$ cat config.mk
export PLATFORM = sky130hd
export DESIGN_NAME = traffic_light_timed_controller
export DESIGN_NICKNAME = d
export VERILOG_FILES = /design/src/rtl/traffic_light_timed_controller.sv
export SDC_FILE = /design/constraint.sdc
export NUM_CORES = 1
export LEC_CHECK = 0
export ABC_CLOCK_PERIOD_IN_PS = 5800
export CORE_ASPECT_RATIO = 0.75
export CORE_UTILIZATION = 40
export CTS_CLUSTER_DIAMETER = 200
export DETAILED_ROUTE_END_ITERATION = 10
export GPL_ROUTABILITY_DRIVEN = 0
export PLACE_DENSITY = 0.68
export SLEW_MARGIN = 40
export SYNTH_ARGS = -nofsm -noshare
export SYNTH_HDL_FRONTEND = slang
export SYNTH_SLANG_ARGS = --single-unit
$ cat constraint.sdc
create_clock -name clk -period 5.8 [get_ports clk]
set_clock_uncertainty 0.15 [all_clocks]
set_input_delay 0.58 -clock clk [delete_from_list [all_inputs] [get_ports clk]]
set_output_delay 0.58 -clock clk [all_outputs]
set_load 0.02 [all_outputs]
$ cat src/rtl/traffic_light_timed_controller.sv
// Timed highway/country-road intersection controller.
// A six-phase Moore machine drives both light heads from the registered
// phase only; the country sensor X affects nothing but the next phase.
// Each phase has a saturating elapsed-cycle counter that restarts whenever
// the phase changes, and all timing decisions are taken from that counter.
module traffic_light_timed_controller #(
   parameter int CNT_W           = 8,
   parameter int HWY_MIN_GREEN   = 20,
   parameter int YELLOW_TIME     = 4,
   parameter int ALL_RED_TIME    = 2,
   parameter int CNTRY_MIN_GREEN = 5,
   parameter int CNTRY_MAX_GREEN = 15
) (
   input  logic             clk,
   input  logic             clear,
   input  logic             X,
   output logic [1:0]       hwy,
   output logic [1:0]       cntry,
   output logic [2:0]       phase,
   output logic [CNT_W-1:0] elapsed
);

   typedef enum logic [2:0] {
      HG  = 3'd0,
      HY  = 3'd1,
      AR1 = 3'd2,
      CG  = 3'd3,
      CY  = 3'd4,
      AR2 = 3'd5
   } state_e;

   localparam logic [1:0] RED    = 2'd0;
   localparam logic [1:0] YELLOW = 2'd1;
   localparam logic [1:0] GREEN  = 2'd2;

   // Last elapsed value of each phase (durations are counted from zero).
   localparam logic [CNT_W-1:0] HWY_MIN_LAST = CNT_W'(HWY_MIN_GREEN - 1);
   localparam logic [CNT_W-1:0] YELLOW_LAST  = CNT_W'(YELLOW_TIME - 1);
   localparam logic [CNT_W-1:0] ALL_RED_LAST = CNT_W'(ALL_RED_TIME - 1);
   localparam logic [CNT_W-1:0] CMIN_LAST    = CNT_W'(CNTRY_MIN_GREEN - 1);
   localparam logic [CNT_W-1:0] CMAX_LAST    = CNT_W'(CNTRY_MAX_GREEN - 1);
   localparam logic [CNT_W-1:0] CNT_SAT      = '1;

   // The state register is kept as a plain 3-bit vector so that the two
   // unused codes can exist and be recovered from.
   logic [2:0]       state_q;
   state_e           state_d;
   logic [CNT_W-1:0] elapsed_q;
   logic [CNT_W-1:0] elapsed_d;

   // Phase sequencing: each phase leaves on its own elapsed/sensor rule,
   // and any unused code falls back to highway green.
   always_comb begin
      state_d = state_e'(state_q);
      case (state_q)
         HG:  if (X && (elapsed_q >= HWY_MIN_LAST))   state_d = HY;
         HY:  if (elapsed_q == YELLOW_LAST)           state_d = AR1;
         AR1: if (elapsed_q == ALL_RED_LAST)          state_d = CG;
         CG:  if ((!X && (elapsed_q >= CMIN_LAST)) ||
                  (elapsed_q == CMAX_LAST))           state_d = CY;
         CY:  if (elapsed_q == YELLOW_LAST)           state_d = AR2;
         AR2: if (elapsed_q == ALL_RED_LAST)          state_d = HG;
         default:                                     state_d = HG;
      endcase
   end

   // Elapsed counter restarts on entry to a new phase and sticks at its
   // maximum while a phase (normally highway green) is held indefinitely.
   always_comb begin
      elapsed_d = elapsed_q;
      if (state_d != state_q) begin
         elapsed_d = '0;
      end else if (elapsed_q != CNT_SAT) begin
         elapsed_d = elapsed_q + CNT_W'(1);
      end
   end

   // State and counter registers; clear overrides any pending transition.
   always_ff @(posedge clk) begin
      if (clear) begin
         state_q   <= HG;
         elapsed_q <= '0;
      end else begin
         state_q   <= state_d;
         elapsed_q <= elapsed_d;
      end
   end

   // Light decoding from the registered phase only; unused codes show
   // highway green so the intersection never goes dark or conflicting.
   always_comb begin
      hwy   = GREEN;
      cntry = RED;
      case (state_q)
         HG:  begin hwy = GREEN;  cntry = RED;    end
         HY:  begin hwy = YELLOW; cntry = RED;    end
         AR1: begin hwy = RED;    cntry = RED;    end
         CG:  begin hwy = RED;    cntry = GREEN;  end
         CY:  begin hwy = RED;    cntry = YELLOW; end
         AR2: begin hwy = RED;    cntry = RED;    end
         default: begin hwy = GREEN; cntry = RED; end
      endcase
   end

   assign phase   = state_q;
   assign elapsed = elapsed_q;

endmodule

==> After elaboration in Yosys (flattened, before gate mapping) <==
Cells that the tools add are included.
{ "classes": {"n_shift": 0, "add_sub_neg": 1, "n_lt_le_gt_ge": 2, "div": 0, "reduce_logical": 7, "n_mul": 0, "n_bitwise": 0, "eq_ne": 10, "mux": 9} }
{ "ops": {"columns": ["op", "n"], "rows": [
  ["two-way mux 3 bit", 6],
  ["case mux 3 bit (6 select lines)", 1],
  ["adder 8 x 1 -> 8 bit (second input constant)", 1],
  ["equality test 8 x 1 -> 1 bit (second input constant)", 1],
  ["equality test 8 x 2 -> 1 bit (second input constant)", 1],
  ["equality test 8 x 4 -> 1 bit (second input constant)", 1],
  [">= comparator 8 x 3 -> 1 bit (second input constant)", 1],
  [">= comparator 8 x 5 -> 1 bit (second input constant)", 1],
  ["inequality test 8 bit (second input constant)", 1],
  ["case mux 2 bit (2 select lines)", 2],
  ["equality test 3 x 2 -> 1 bit (second input constant)", 2],
  ["equality test 3 bit (second input constant)", 2],
  ["OR reduction 4 bit", 1],
  ["equality test 3 x 1 -> 1 bit (second input constant)", 1],
  ["logical NOT 3 bit", 1],
  ["inequality test 3 bit", 1],
  ["logical AND 1 bit", 2],
  ["OR reduction 2 bit", 1],
  ["logical NOT 1 bit", 1],
  ["logical OR 1 bit", 1]
]} }
{ "word_totals": {"mem_bits_rw": 0, "romBits": 0, "latch_bits": 0, "ff_bits": 11, "inputBits": 3, "wordCells": 31, "n_memories": 0} }

==> Longest topological paths before layout <==
{ "depth": {"ltp_word": 7, "depth_mapped": 7, "depth_no_buf": 7} }

==> Worst setup path before layout <==
Ideal clock, no wire load.
{ "synth_timing": {"path_kind": "flip-flop to flip-flop", "startpoint": "register elapsed_q[1], in the netlist elapsed[1]", "endpoint": "register elapsed_q[0], in the netlist elapsed[0]", "stages_incl_launch_ff": 8, "path_buffers": 0, "path_slack_ns": 3.763, "arrival_ns": 1.756, "period_less_slack_ns": 2.037, "cell_sequence": "dfxtp_1 -> inv_1 -> ha_1 -> nor2b_1 -> and4_1 -> a221oi_2 -> a31oi_4 -> mux2i_1"} }
{ "synth_via": {"elab_chain_len": 7, "word_cells_on_any_way": 18} }
{ "synth_rtl": {"columns": ["element", "line", "rtl"], "rows": [
  ["from (decl)", "48", "logic [CNT_W-1:0] elapsed_q;"],
  ["from (signal assigned)", "85", "elapsed_q <= elapsed_d;"],
  [">= comparator 8 x 3 -> 1 bit", "59", "CG: if ((!X && (elapsed_q >= CMIN_LAST)) ||"],
  ["logical AND 1 bit", "59", null],
  ["logical OR 1 bit", "59", null],
  ["two-way mux 3 bit", "59", null],
  ["case mux 3 bit (6 select lines)", "55", "case (state_q)"],
  ["inequality test 3 bit", "71", "if (state_d != state_q) begin"],
  ["OR reduction 2 bit (no source line)", null, null]
]} }
Parallel ways exist; a longest one is shown, timed or not.
A chain may end at the register's enable or synchronous reset.

==> Final worst setup path <==
{ "layout_timing": {"startpoint": "register state_q[0], in the netlist phase[0]", "endpoint": "output port hwy[0]"} }
{ "layout_via": {"elab_chain_len": 3, "word_cells_on_any_way": 7} }
{ "layout_rtl": {"columns": ["element", "line", "rtl"], "rows": [
  ["from (decl)", "46", "logic [2:0] state_q;"],
  ["from (signal assigned)", "84", "state_q <= state_d;"],
  ["equality test 3 bit / equality test 3 x 2 -> 1 bit (equally long branches)", "94", "case (state_q)"],
  ["OR reduction 4 bit (no source line)", null, null],
  ["case mux 2 bit (2 select lines) *", "94", null],
  ["to (decl)", "17", "output logic [1:0] hwy,"]
]} }
Every way passes the cells marked *; elsewhere a longest branch is shown, timed or not.

==> run summary <==
The flow ran to the end, and the final reports show no timing, DRC or antenna violations. The fraction of synthesis flops using an asynchronous set or reset pin was 0%. The share of total power dissipated in sequential elements is 51.3%. The run gives 0 as the number of max-slew violations in the final report. The number of global-route vias before repair was 848.

The power per cell area works out to 134 nW/um^2. The setup path with the least slack is of type reg2out. The run gives 1800 um as the estimated wirelength of the detail-placed design.

After synthesis the cells add up to 971 um^2. For the CTS H-tree depth, the log shows 1. In this run the power spent charging and discharging nets is 0.0447 mW.

For this run the aggregate overflow at the end of global routing stands at 0. The cell accounting for the most synthesized area was sky130_fd_sc_hd__dfxtp_1. For the worst IR drop on VDD, the log shows 0.0000948 V. For the synthesized net count, the log shows 124. Data on the critical path arrives at its endpoint at 1.90 ns. TritonCTS built the clock tree. The netlist uses 42 different library cells.

The first routing iteration left 60 violations. The number of search-and-repair iterations in the first detailed-routing pass is 4, and the overall via count from detail_route is 982. The layout has 229 filler cells. Setup repair after global routing left no endpoint under its margin. For this run, design rule violations remaining after detail routing come to 0. Gates resized during post-CTS repair numbered 0. Combinational logic is responsible for 14.9% of the overall power. The peak clock frequency supported by timing came out at 0.381 GHz. The setup violation total in the final timing report was 0. The element type at the critical path start is a register. The cell-internal power is 0.114 mW, and the part of the total power dissipated in the clock network is 33.9%. The worst-case hold slack was 0.584 ns; the number of enable flip-flop cells after synthesis was 0.

The detailed-route wire length per cell is 14.7 um. The die footprint is 2630 um^2, and the number of register bits inferred by synthesis is 11. Clock latency on the worst-skew pair, taken at its later pin, is 0.27 ns.

The endpoint type of the worst setup path was an output pin. The startpoint of the worst-slack reg-to-reg timing path was elapsed[3]. The final worst-path cycle share was 45.3%.

The tree built by TritonCTS fans out to 11 sinks. The synthesized netlist cell count is 116, and the overall routing resource usage is 20.7%. The clock passes through at most 2 buffers.

Along the worst hold path, the cell count comes to 3. Data on the critical path is required at its endpoint by 5.07 ns. The number of clock buffers added by TritonCTS is 3. The startpoint identified for the worst hold timing path is elapsed[0]. The die is 58.9 um wide. The number of nets in the final layout is 143, and the buffers inserted during post-CTS setup optimization is 0. Counting I/O delays and the setup requirement, the final critical path takes 2.63 ns. Dividing the detail-routed via count by the number of cells gives 5.85. The die is 44.7 um tall. Net switching is 28.1% of the power.

The floorplan has 15 rows. For this configuration, the core starts out at a cell density of 42.4%. Summed over its instances, the top area cell type makes up 22.7% of the synthesized netlist area. The path with the worst hold slack has its endpoint at elapsed[0]. 18 I/O pins were placed. The tree is rooted in a sky130_fd_sc_hd__clkbuf_4. The count of antenna diodes in the layout came out at 0.

In this run the remaining antenna-violating nets after routing total 0. After synthesis, flip-flops and latches occupy 22.7% of the total area. The area added between synthesis and finish was 22.6%; the max-cap check violation count was 0. Core box area: 2290 um^2. Summed over all cells, the static leakage comes to 0.403 nW. The flip-flop cell with the highest count after synthesis was sky130_fd_sc_hd__dfxtp_1. For the final routed database, the setup TNS stands at 0 ns. The worst register-to-register path ends at elapsed[7]. In the post-synthesis netlist, the biggest area contributors are sky130_fd_sc_hd__dfxtp_1 23%, sky130_fd_sc_hd__mux2i_1 8.2%, sky130_fd_sc_hd__ha_1 6.4%. Input and output buffers added on the ports amount to 17. The worst pin sits at a relative slew slack of 48.0%. For this design, the CTS-stage hold fixing added 0 buffers.

In the final layout, the share of cells above drive strength 1 is 10.4%. The number of cells on the worst reg-to-reg path is 5. Entering global routing, the biggest net connects 19 pins. Number of antenna violations at the first check in global routing: 0.

By count the netlist is led by 11 x sky130_fd_sc_hd__dfxtp_1, 11 x sky130_fd_sc_hd__nand2_1, 9 x sky130_fd_sc_hd__nand4_1. The average size of a mapped cell was 8.37 um^2; the total of warnings raised by yosys was 0. The largest driver fanout on the critical path was 18; the actual slew at the worst max-slew pin was 0.780 ns. The worst hold-check path type is reg2reg.

The logs give 3.54 ns for the reg-to-reg setup timing slack and 4000 um for the global-route wire length before repair. Clock-pin slew was measured on the worst setup and hold paths at 0.08 ns. The final count of hold timing violations was 0. Wires add up to 2470 um.
-- layer usage --
layer / vias to the layer above / global-route usage (%) / share of wire [%]
li1: 473 / - / -
met1: 476 / 29.7 / 50
met2: 29 / 29.8 / 43
met3: 4 / 4.39 / 5.1
met4: 0 / 8.57 / 1.1
met5: - / 0 / 0
-- kinds of logic after synthesis --
group                      Yosys count  share of synthesized area (%)
buffers and inverters               11                           5.15
DFF                                 11                           22.7
AOI/OAI and AO/OA                   24                           19.7
and+or+nand+nor                     51                           31.8
xor gates and xnor gates             4                           3.61
adders and majority gates            5                           6.44
muxes                               10                           10.6
-- state kept, by name (all words and copies together), names as in the netlist --
signal and cells:
phase 3, elapsed 8
-- final cells by class --
type,count,area (um^2),area share [%]
tap,34,42.5,3.58
sequential,11,220,18.5
multi-input combinational,94,701,58.9
timing repair buffer,17,170,14.3
clock buffer,4,26.3,2.21
inverter,8,30.0,2.52
-- worst max path at each step --
stage,start,to,slack (ns),cells past startpoint
floorplan,elapsed[1],elapsed[0],3.76,7
finish,phase[0],hwy[0],3.17,2
detailed placement,clear,elapsed[7],3.40,5
CTS,phase[0],hwy[0],3.20,2
global route,phase[0],hwy[0],3.11,2
global placement,clear,elapsed[4],3.46,5
-- through the flow --
stage / instances / area (um^2) / total power, mW / util, % / setup WS, ns
floorplan: 116 / 971 / 0.0977 / - / 3.76
global placement: 164 / 1160 / 0.106 / 50.8 / 3.46
detailed placement: 164 / 1160 / 0.107 / 50.8 / 3.40
CTS: 168 / 1190 / 0.160 / 52.0 / 3.20
global route: 168 / 1190 / 0.168 / 52.0 / 3.11
finish: 168 / 1190 / 0.159 / 52.0 / 3.17
-- worst max-delay path: stages, from the launching register on --
cell and delay, ns:
sky130_fd_sc_hd__dfxtp_1 0.73, sky130_fd_sc_hd__and2_1 0.28, sky130_fd_sc_hd__clkdlybuf4s50_1 0.62
-- power by group through the flow --
stage	sequential, mW	clock [mW]	combinational [mW]
floorplan	0.0835	0	0.0142
global placement	0.0831	0	0.0232
detailed placement	0.0833	0	0.0235
CTS	0.0815	0.0547	0.0236
global route	0.0820	0.0600	0.0260
finish	0.0815	0.0538	0.0236
-- placed cells by master (no fill, tap or decap), types with 3 or more instances in the layout --
| cell | instances |
|---|---|
| sky130_fd_sc_hd__and2_1 | 3 |
| sky130_fd_sc_hd__dfxtp_1 | 11 |
| sky130_fd_sc_hd__mux2i_1 | 8 |
| sky130_fd_sc_hd__xnor2_1 | 4 |
| sky130_fd_sc_hd__nor2_1 | 8 |
| sky130_fd_sc_hd__nand3_1 | 3 |
| sky130_fd_sc_hd__clkdlybuf4s50_1 | 17 |
| sky130_fd_sc_hd__nand2b_1 | 3 |
| sky130_fd_sc_hd__nand4_1 | 9 |
| sky130_fd_sc_hd__clkbuf_4 | 3 |
| sky130_fd_sc_hd__inv_1 | 8 |
| sky130_fd_sc_hd__a21oi_1 | 5 |
| sky130_fd_sc_hd__nand2_1 | 11 |
| sky130_fd_sc_hd__ha_1 | 5 |
Note: power is estimated with default switching activity, not from simulation.
